[src/rtl/umem_arb_pkg.sv]
// Shared types and helpers for the umem arbiter: access size encoding,
// sequencer state encoding and the request legality check.
package umem_arb_pkg;

  typedef enum logic [1:0] {
    SZ_B = 2'd0,
    SZ_H = 2'd1,
    SZ_W = 2'd2
  } size_e;

  typedef enum logic [1:0] {
    ST_IDLE   = 2'd0,
    ST_ACCESS = 2'd1,
    ST_WAIT   = 2'd2,
    ST_RESP   = 2'd3
  } state_e;

  // A request is rejected when its size code is illegal or the byte address
  // is not naturally aligned to the access size.
  function automatic logic is_bad_req(input logic [1:0] size, input logic [1:0] addr_lo);
    logic bad;
    case (size)
      SZ_B:    bad = 1'b0;
      SZ_H:    bad = addr_lo[0];
      SZ_W:    bad = (addr_lo != 2'b00);
      default: bad = 1'b1;
    endcase
    return bad;
  endfunction

endpackage

[src/rtl/umem_lane_align.sv]
// Combinational lane steering between a right-aligned requester view and the
// 32-bit umem word: write strobes, replicated write data and read extraction.
module umem_lane_align
  import umem_arb_pkg::*;
(
  input  logic [1:0]  size,
  input  logic [1:0]  addr_lo,
  input  logic [31:0] wdata,
  input  logic [31:0] mem_rdata,
  output logic [3:0]  wstrb,
  output logic [31:0] wdata_rep,
  output logic [31:0] rdata_ext
);

  logic [31:0] rdata_shift;
  logic [3:0]  keep_mask;

  // Strobes, replication and the byte-keep mask all follow from the size code.
  always_comb begin
    wstrb     = 4'b0000;
    wdata_rep = wdata;
    keep_mask = 4'b0000;
    case (size)
      SZ_B: begin
        wstrb     = 4'b0001 << addr_lo;
        wdata_rep = {4{wdata[7:0]}};
        keep_mask = 4'b0001;
      end
      SZ_H: begin
        wstrb     = 4'b0011 << addr_lo;
        wdata_rep = {2{wdata[15:0]}};
        keep_mask = 4'b0011;
      end
      SZ_W: begin
        wstrb     = 4'b1111;
        wdata_rep = wdata;
        keep_mask = 4'b1111;
      end
      default: ;
    endcase
  end

  assign rdata_shift = mem_rdata >> {addr_lo, 3'b000};

  // Zero every byte above the access size; sign extension is left to the requester.
  generate
    for (genvar gi = 0; gi < 4; gi++) begin : g_lane
      assign rdata_ext[8*gi +: 8] = keep_mask[gi] ? rdata_shift[8*gi +: 8] : 8'h00;
    end
  endgenerate

endmodule

[src/rtl/umem_arbiter.sv]
// Two-requester round-robin arbiter and fixed-latency access sequencer for
// the single umem port. One transaction in flight at a time.
module umem_arbiter
  import umem_arb_pkg::*;
#(
  parameter int MEM_LAT = 1,
  parameter int ADDR_W  = 32
) (
  input  logic              clk,
  input  logic              nreset,
  input  logic              req0_valid,
  output logic              req0_ready,
  input  logic              req0_rw,
  input  logic [1:0]        req0_size,
  input  logic [ADDR_W-1:0] req0_addr,
  input  logic [31:0]       req0_wdata,
  output logic              rsp0_valid,
  output logic [31:0]       rsp0_rdata,
  output logic              rsp0_err,
  input  logic              req1_valid,
  output logic              req1_ready,
  input  logic              req1_rw,
  input  logic [1:0]        req1_size,
  input  logic [ADDR_W-1:0] req1_addr,
  input  logic [31:0]       req1_wdata,
  output logic              rsp1_valid,
  output logic [31:0]       rsp1_rdata,
  output logic              rsp1_err,
  output logic              mem_en,
  output logic              mem_rw,
  output logic [ADDR_W-1:0] mem_addr,
  output logic [31:0]       mem_wdata,
  output logic [3:0]        mem_wstrb,
  input  logic [31:0]       mem_rdata
);

  localparam int CNT_W = (MEM_LAT > 1) ? $clog2(MEM_LAT) : 1;
  localparam logic [CNT_W-1:0] CNT_LAST = CNT_W'(MEM_LAT - 1);

  state_e            state_reg;
  logic [CNT_W-1:0]  cnt_reg;
  logic              last_grant_reg;
  logic              owner_reg;
  logic              rw_reg;
  logic [1:0]        size_reg;
  logic [ADDR_W-1:0] addr_reg;
  logic [31:0]       wdata_reg;
  logic              rsp0_valid_reg;
  logic              rsp1_valid_reg;
  logic              rsp_err_reg;
  logic [31:0]       rsp_rdata_reg;

  logic              grant0;
  logic              grant1;
  logic              sel_rw;
  logic [1:0]        sel_size;
  logic [ADDR_W-1:0] sel_addr;
  logic [31:0]       sel_wdata;
  logic              sel_bad;
  logic [3:0]        lane_wstrb;
  logic [31:0]       lane_wdata;
  logic [31:0]       lane_rdata;
  logic              mem_wr;

  // On a tie the requester that was not served last wins.
  assign grant0 = (state_reg == ST_IDLE) & req0_valid & (~req1_valid | last_grant_reg);
  assign grant1 = (state_reg == ST_IDLE) & req1_valid & (~req0_valid | ~last_grant_reg);

  assign sel_rw    = grant1 ? req1_rw    : req0_rw;
  assign sel_size  = grant1 ? req1_size  : req0_size;
  assign sel_addr  = grant1 ? req1_addr  : req0_addr;
  assign sel_wdata = grant1 ? req1_wdata : req0_wdata;
  assign sel_bad   = is_bad_req(sel_size, sel_addr[1:0]);

  umem_lane_align u_align (
    .size      (size_reg),
    .addr_lo   (addr_reg[1:0]),
    .wdata     (wdata_reg),
    .mem_rdata (mem_rdata),
    .wstrb     (lane_wstrb),
    .wdata_rep (lane_wdata),
    .rdata_ext (lane_rdata)
  );

  // Sequencer: latch on handshake, strobe memory, wait out the latency, respond.
  always_ff @(posedge clk or negedge nreset) begin
    if (!nreset) begin
      state_reg      <= ST_IDLE;
      cnt_reg        <= '0;
      last_grant_reg <= 1'b1;
      owner_reg      <= 1'b0;
      rw_reg         <= 1'b0;
      size_reg       <= 2'b00;
      addr_reg       <= '0;
      wdata_reg      <= '0;
      rsp0_valid_reg <= 1'b0;
      rsp1_valid_reg <= 1'b0;
      rsp_err_reg    <= 1'b0;
      rsp_rdata_reg  <= '0;
    end else begin
      rsp0_valid_reg <= 1'b0;
      rsp1_valid_reg <= 1'b0;
      case (state_reg)
        ST_IDLE: begin
          if (grant0 | grant1) begin
            owner_reg      <= grant1;
            last_grant_reg <= grant1;
            rw_reg         <= sel_rw;
            size_reg       <= sel_size;
            addr_reg       <= sel_addr;
            wdata_reg      <= sel_wdata;
            rsp_err_reg    <= sel_bad;
            rsp_rdata_reg  <= '0;
            if (sel_bad) begin
              state_reg      <= ST_RESP;
              rsp0_valid_reg <= ~grant1;
              rsp1_valid_reg <= grant1;
            end else begin
              state_reg <= ST_ACCESS;
            end
          end
        end
        ST_ACCESS: begin
          if (MEM_LAT > 1) begin
            state_reg <= ST_WAIT;
            cnt_reg   <= CNT_W'(1);
          end else begin
            state_reg      <= ST_RESP;
            rsp_rdata_reg  <= rw_reg ? 32'h0 : lane_rdata;
            rsp0_valid_reg <= ~owner_reg;
            rsp1_valid_reg <= owner_reg;
          end
        end
        ST_WAIT: begin
          if (cnt_reg == CNT_LAST) begin
            state_reg      <= ST_RESP;
            cnt_reg        <= '0;
            rsp_rdata_reg  <= rw_reg ? 32'h0 : lane_rdata;
            rsp0_valid_reg <= ~owner_reg;
            rsp1_valid_reg <= owner_reg;
          end else begin
            cnt_reg <= cnt_reg + CNT_W'(1);
          end
        end
        default: state_reg <= ST_IDLE;
      endcase
    end
  end

  assign req0_ready = grant0;
  assign req1_ready = grant1;

  // Memory-side outputs are decoded from registered state, so they clear as
  // soon as reset forces the FSM back to IDLE.
  assign mem_en    = (state_reg == ST_ACCESS);
  assign mem_wr    = mem_en & rw_reg;
  assign mem_rw    = mem_wr;
  assign mem_addr  = mem_en ? {addr_reg[ADDR_W-1:2], 2'b00} : '0;
  assign mem_wdata = mem_wr ? lane_wdata : 32'h0;
  assign mem_wstrb = mem_wr ? lane_wstrb : 4'b0000;

  assign rsp0_valid = rsp0_valid_reg;
  assign rsp1_valid = rsp1_valid_reg;
  assign rsp0_err   = rsp0_valid_reg & rsp_err_reg;
  assign rsp1_err   = rsp1_valid_reg & rsp_err_reg;
  assign rsp0_rdata = rsp0_valid_reg ? rsp_rdata_reg : 32'h0;
  assign rsp1_rdata = rsp1_valid_reg ? rsp_rdata_reg : 32'h0;

endmodule

[config.mk]
export PLATFORM = sky130hd
export DESIGN_NAME = umem_arbiter
export DESIGN_NICKNAME = d
export VERILOG_FILES = /design/src/rtl/umem_arb_pkg.sv /design/src/rtl/umem_lane_align.sv /design/src/rtl/umem_arbiter.sv
export SDC_FILE = /design/constraint.sdc
export NUM_CORES = 1
export LEC_CHECK = 0
export CAP_MARGIN = 25
export CELL_PAD_IN_SITES_DETAIL_PLACEMENT = 0
export CELL_PAD_IN_SITES_GLOBAL_PLACEMENT = 2
export CORE_MARGIN = 4
export CORE_UTILIZATION = 25
export CTS_CLUSTER_SIZE = 10
export DETAILED_ROUTE_END_ITERATION = 16
export GPL_TIMING_DRIVEN = 0
export PLACE_DENSITY_LB_ADDON = 0.1
export SLEW_MARGIN = 15
export SYNTH_ARGS = -nofsm -noshare
export SYNTH_HDL_FRONTEND = slang
export SYNTH_HIERARCHICAL = 1
export SYNTH_SLANG_ARGS = --single-unit
[constraint.sdc]
create_clock -name clk -period 5.9 [get_ports clk]
set_input_delay 1.18 -clock clk [delete_from_list [all_inputs] [get_ports clk]]
set_output_delay 1.18 -clock clk [all_outputs]
set_load 0.05 [all_outputs]
==> impl_results.md <==
* Status: complete, no violations
* Post-synthesis mux area share at 0.1383
* WHS at 476.3 ps
* Overall Power at about 5200 uW
* Largest net degree at the start of global routing at 55
* Slowest CP cell: clkdlybuf4s50_1
* Pwr dens at 485.0 nW/um^2
* Die H at 173.2 microns
* Die width at 173.2 microns
* Post-route setup TNS at 0 ps
* DPL Wire Length at between 20 and 25 mm
* Synth warn at 6
* Met1 GRT Util at 0.2254
* I/O Pins at 310
* Leak at just under 0.005 uW
* Area after DPL at 10350 sq um
* Final ANT Viol Nets at 0
* Root Driver: clkbuf_16
* Fillers at 2854
* Routability cong. at 0.7939
* Post-synthesis adder-cell area fraction at 0.01834
* Post-synthesis compound-gate area fraction at 0.1370
* Critical Path Max Stage Delay at 810 ps
* Post-synth top area cell: dfrtp_1
* Worst Setup Slack, final at 1590 ps
* Die ar. at 29990 sq um
* Initial core utilization at 0.2538
* Crit path max fanout at 10
* CP dominant cell by count: clkbuf_1
* DRC Markers at 0
* Worst-path cell chain: inv_1, ha_1, clkbuf_1, clkbuf_1, and2_1, clkdlybuf4s50_1
* Post-Synth XOR/XNOR Area at 0
* Most frequent cells in the layout: clkdlybuf4s50_1 (306), nand2_1 (152), and2_1 (113), dfrtp_1 (105), mux2i_1 (92)
* Initial antenna violation count at 0
* WP data arrival at 3130 ps
* Register bit total from synthesis at ~110
* Via density at 4.541
* Share of layout cells above drive strength 1 at 0.06250
* Number of global-route vias before repair at ~7000
* Reg2reg path depth at 7
* Number of port buffers at 307
* Worst-Skew Late Latency at between 300 and 400 ps
* Synth unique cells at 36
* Multi-input logic area at around 3700 sq um
* Hold/Removal Path Class: register to register
* Seq pwr share at 0.247
* Synth Area in Simple Gates at 0.2522
* Cts bufs inserted at 9
* Met3 usage at 0.03957
* Fin. max-slew vios at 0
* Clk slew on worst S/H paths at around 70 ps
* Syn_area_per_cell at 8.570 sq um
* Post-CTS setup buffer count at 0
* Final Critical Period at 4310 ps
* Wire length per cell at 18.70 microns
* Largest family of logic cells by synthesized area: simple AND/OR/NAND/NOR gates
* Area Growth Syn to Fin at 56.44%
* Type of origin of the critical path: register
* Worst Hold Depth at 2
* Worst Clk Skew at 10.97 ps
* Comb pwr share at 0.623
* Dominant cells by area after synthesis: dfrtp_1 (39%), mux2i_1 (13%), and2_1 (10%)
* First-pass GRT wire length at between 40 and 50 mm
* Core Rows at 60
* H-tree levels at 3
* Place WS at 1593 ps
* RSZ-0062 raised after global routing: no
* VDD IR max at 0.1741 mV
* Routing usage on met2 at 0.3126
* Starting DRT DRC Count at 273
* Layout net count at between 1000 and 1500
* Tot GR Track Use at 0.1789
* CTS max path bufs at 2
* Commonest non-fill, non-tap cell in the layout: clkdlybuf4s50_1
* Final Cell Area at between 10000 and 15000 sq um
* CTS sink cnt at around 110
* Synth Instances at 796
* Final Hold Violating Endpoints at 0
* CTS tree: done
* Flop2flop setup slack at 3820 ps
* Switching Share at 0.5004
* Diodes inserted at 0
* GRT Max-Usage Layer: met2
* FF/Latch Area at 2654 sq um
* Cts hold-fix bufs at 0
* Crit share post-route at 0.7306
* First-pass DRT Iterations at 6
* Grt ovf at 0
* Sequential-to-total area share from yosys stat at 0.3890
* Internal power at 2586 uW
* Worst Tran Pin Value at 603.8 ps
* Crit Path Class: register to output port
* Core area at 26880 sq um
* WP data required at about 4700 ps
* CTS resizes at 0
* DR vias at 6634
* Highest Clock Rate at ~230 MHz
* Synth top area share at 0.3852
* Final WL at about 27 mm
* Max cap viols at 0
* Synthesized cell area at 6822 sq um
* Worst slew margin at 0.5960
* Final setup fails at 0
* Clk pwr share at 0.130
* CP endpoint kind: output port
* Sw Pwr at around 2600 uW
[worst max-delay path: cells and delay by family (launching register included)]
kind / cells / cell delay [ps]
fa+ha+maj: 1 / 430
buf+inv: 4 / 1720
flops: 1 / 440
simple gates: 1 / 190
[layout make-up]
type,instances,share of cell area
multi-input combinational,612,0.3496
timing repair buffer,308,0.2907
sequential,106,0.2487
tap,341,0.03998
buffer,73,0.03916
clock buffer,10,0.02239
clock inverter,5,0.007387
inverter,6,0.002110
[kinds of logic after synthesis]
family	after synthesis
other cells	1
compound gates	164
fa+ha+maj	10
buf+inv	79
mux	94
simple gates	342
flops	106
[per-stage QoR]
| step | instances | utilization |
|---|---|---|
| after detailed placement | 1446 | 0.3852 |
| after global routing | 1461 | 0.3971 |
| after floorplan | 797 | - |
| after CTS | 1461 | 0.3971 |
| after global placement | 1445 | 0.3842 |
| final | 1461 | 0.3971 |
[path summary, 6_finish.rpt]
check	start	endpoint
setup / recovery	state_reg[1]	mem_addr[25]
setup reg to reg	state_reg[0]	rsp_rdata_reg[14]
max in group asynchronous	nreset	last_grant_reg
hold reg to reg	last_grant_reg	last_grant_reg
min in group asynchronous	nreset	rsp_rdata_reg[19]
hold / removal	last_grant_reg	last_grant_reg
[synthesized netlist by cell type (all sizes together)]
master,instances
and2,113
a22o,16
clkbuf,31
conb,1
buf,42
ha,10
mux2i,92
nor2,23
nand2b,4
nand3,1
o31ai,3
dfstp,1
inv,6
o41ai,1
mux2,2
dfrtp,105
a21oi,9
nand2,152
o21ai,121
o21a,3
nand3b,8
nor2b,3
o22ai,10
and3,36
a21o,1
or2,2
[power by group through the flow]
stage	Clock, uW	Combinational, uW	Sequential, uW
after floorplan	0	2160	1210
final	673	3220	1280
after detailed placement	0	3270	1300
after CTS	698	3280	1290
after global placement	0	3270	1300
after global routing	723	3520	1330
[metal layers]
layer | part of all wire | wire, microns
met1 | 0.44 | 11930
met3 | 0.061 | 1668
met5 | 0 | 0
met2 | 0.49 | 13320
met4 | 0.015 | 400
Power figures use the tool's default switching activity.
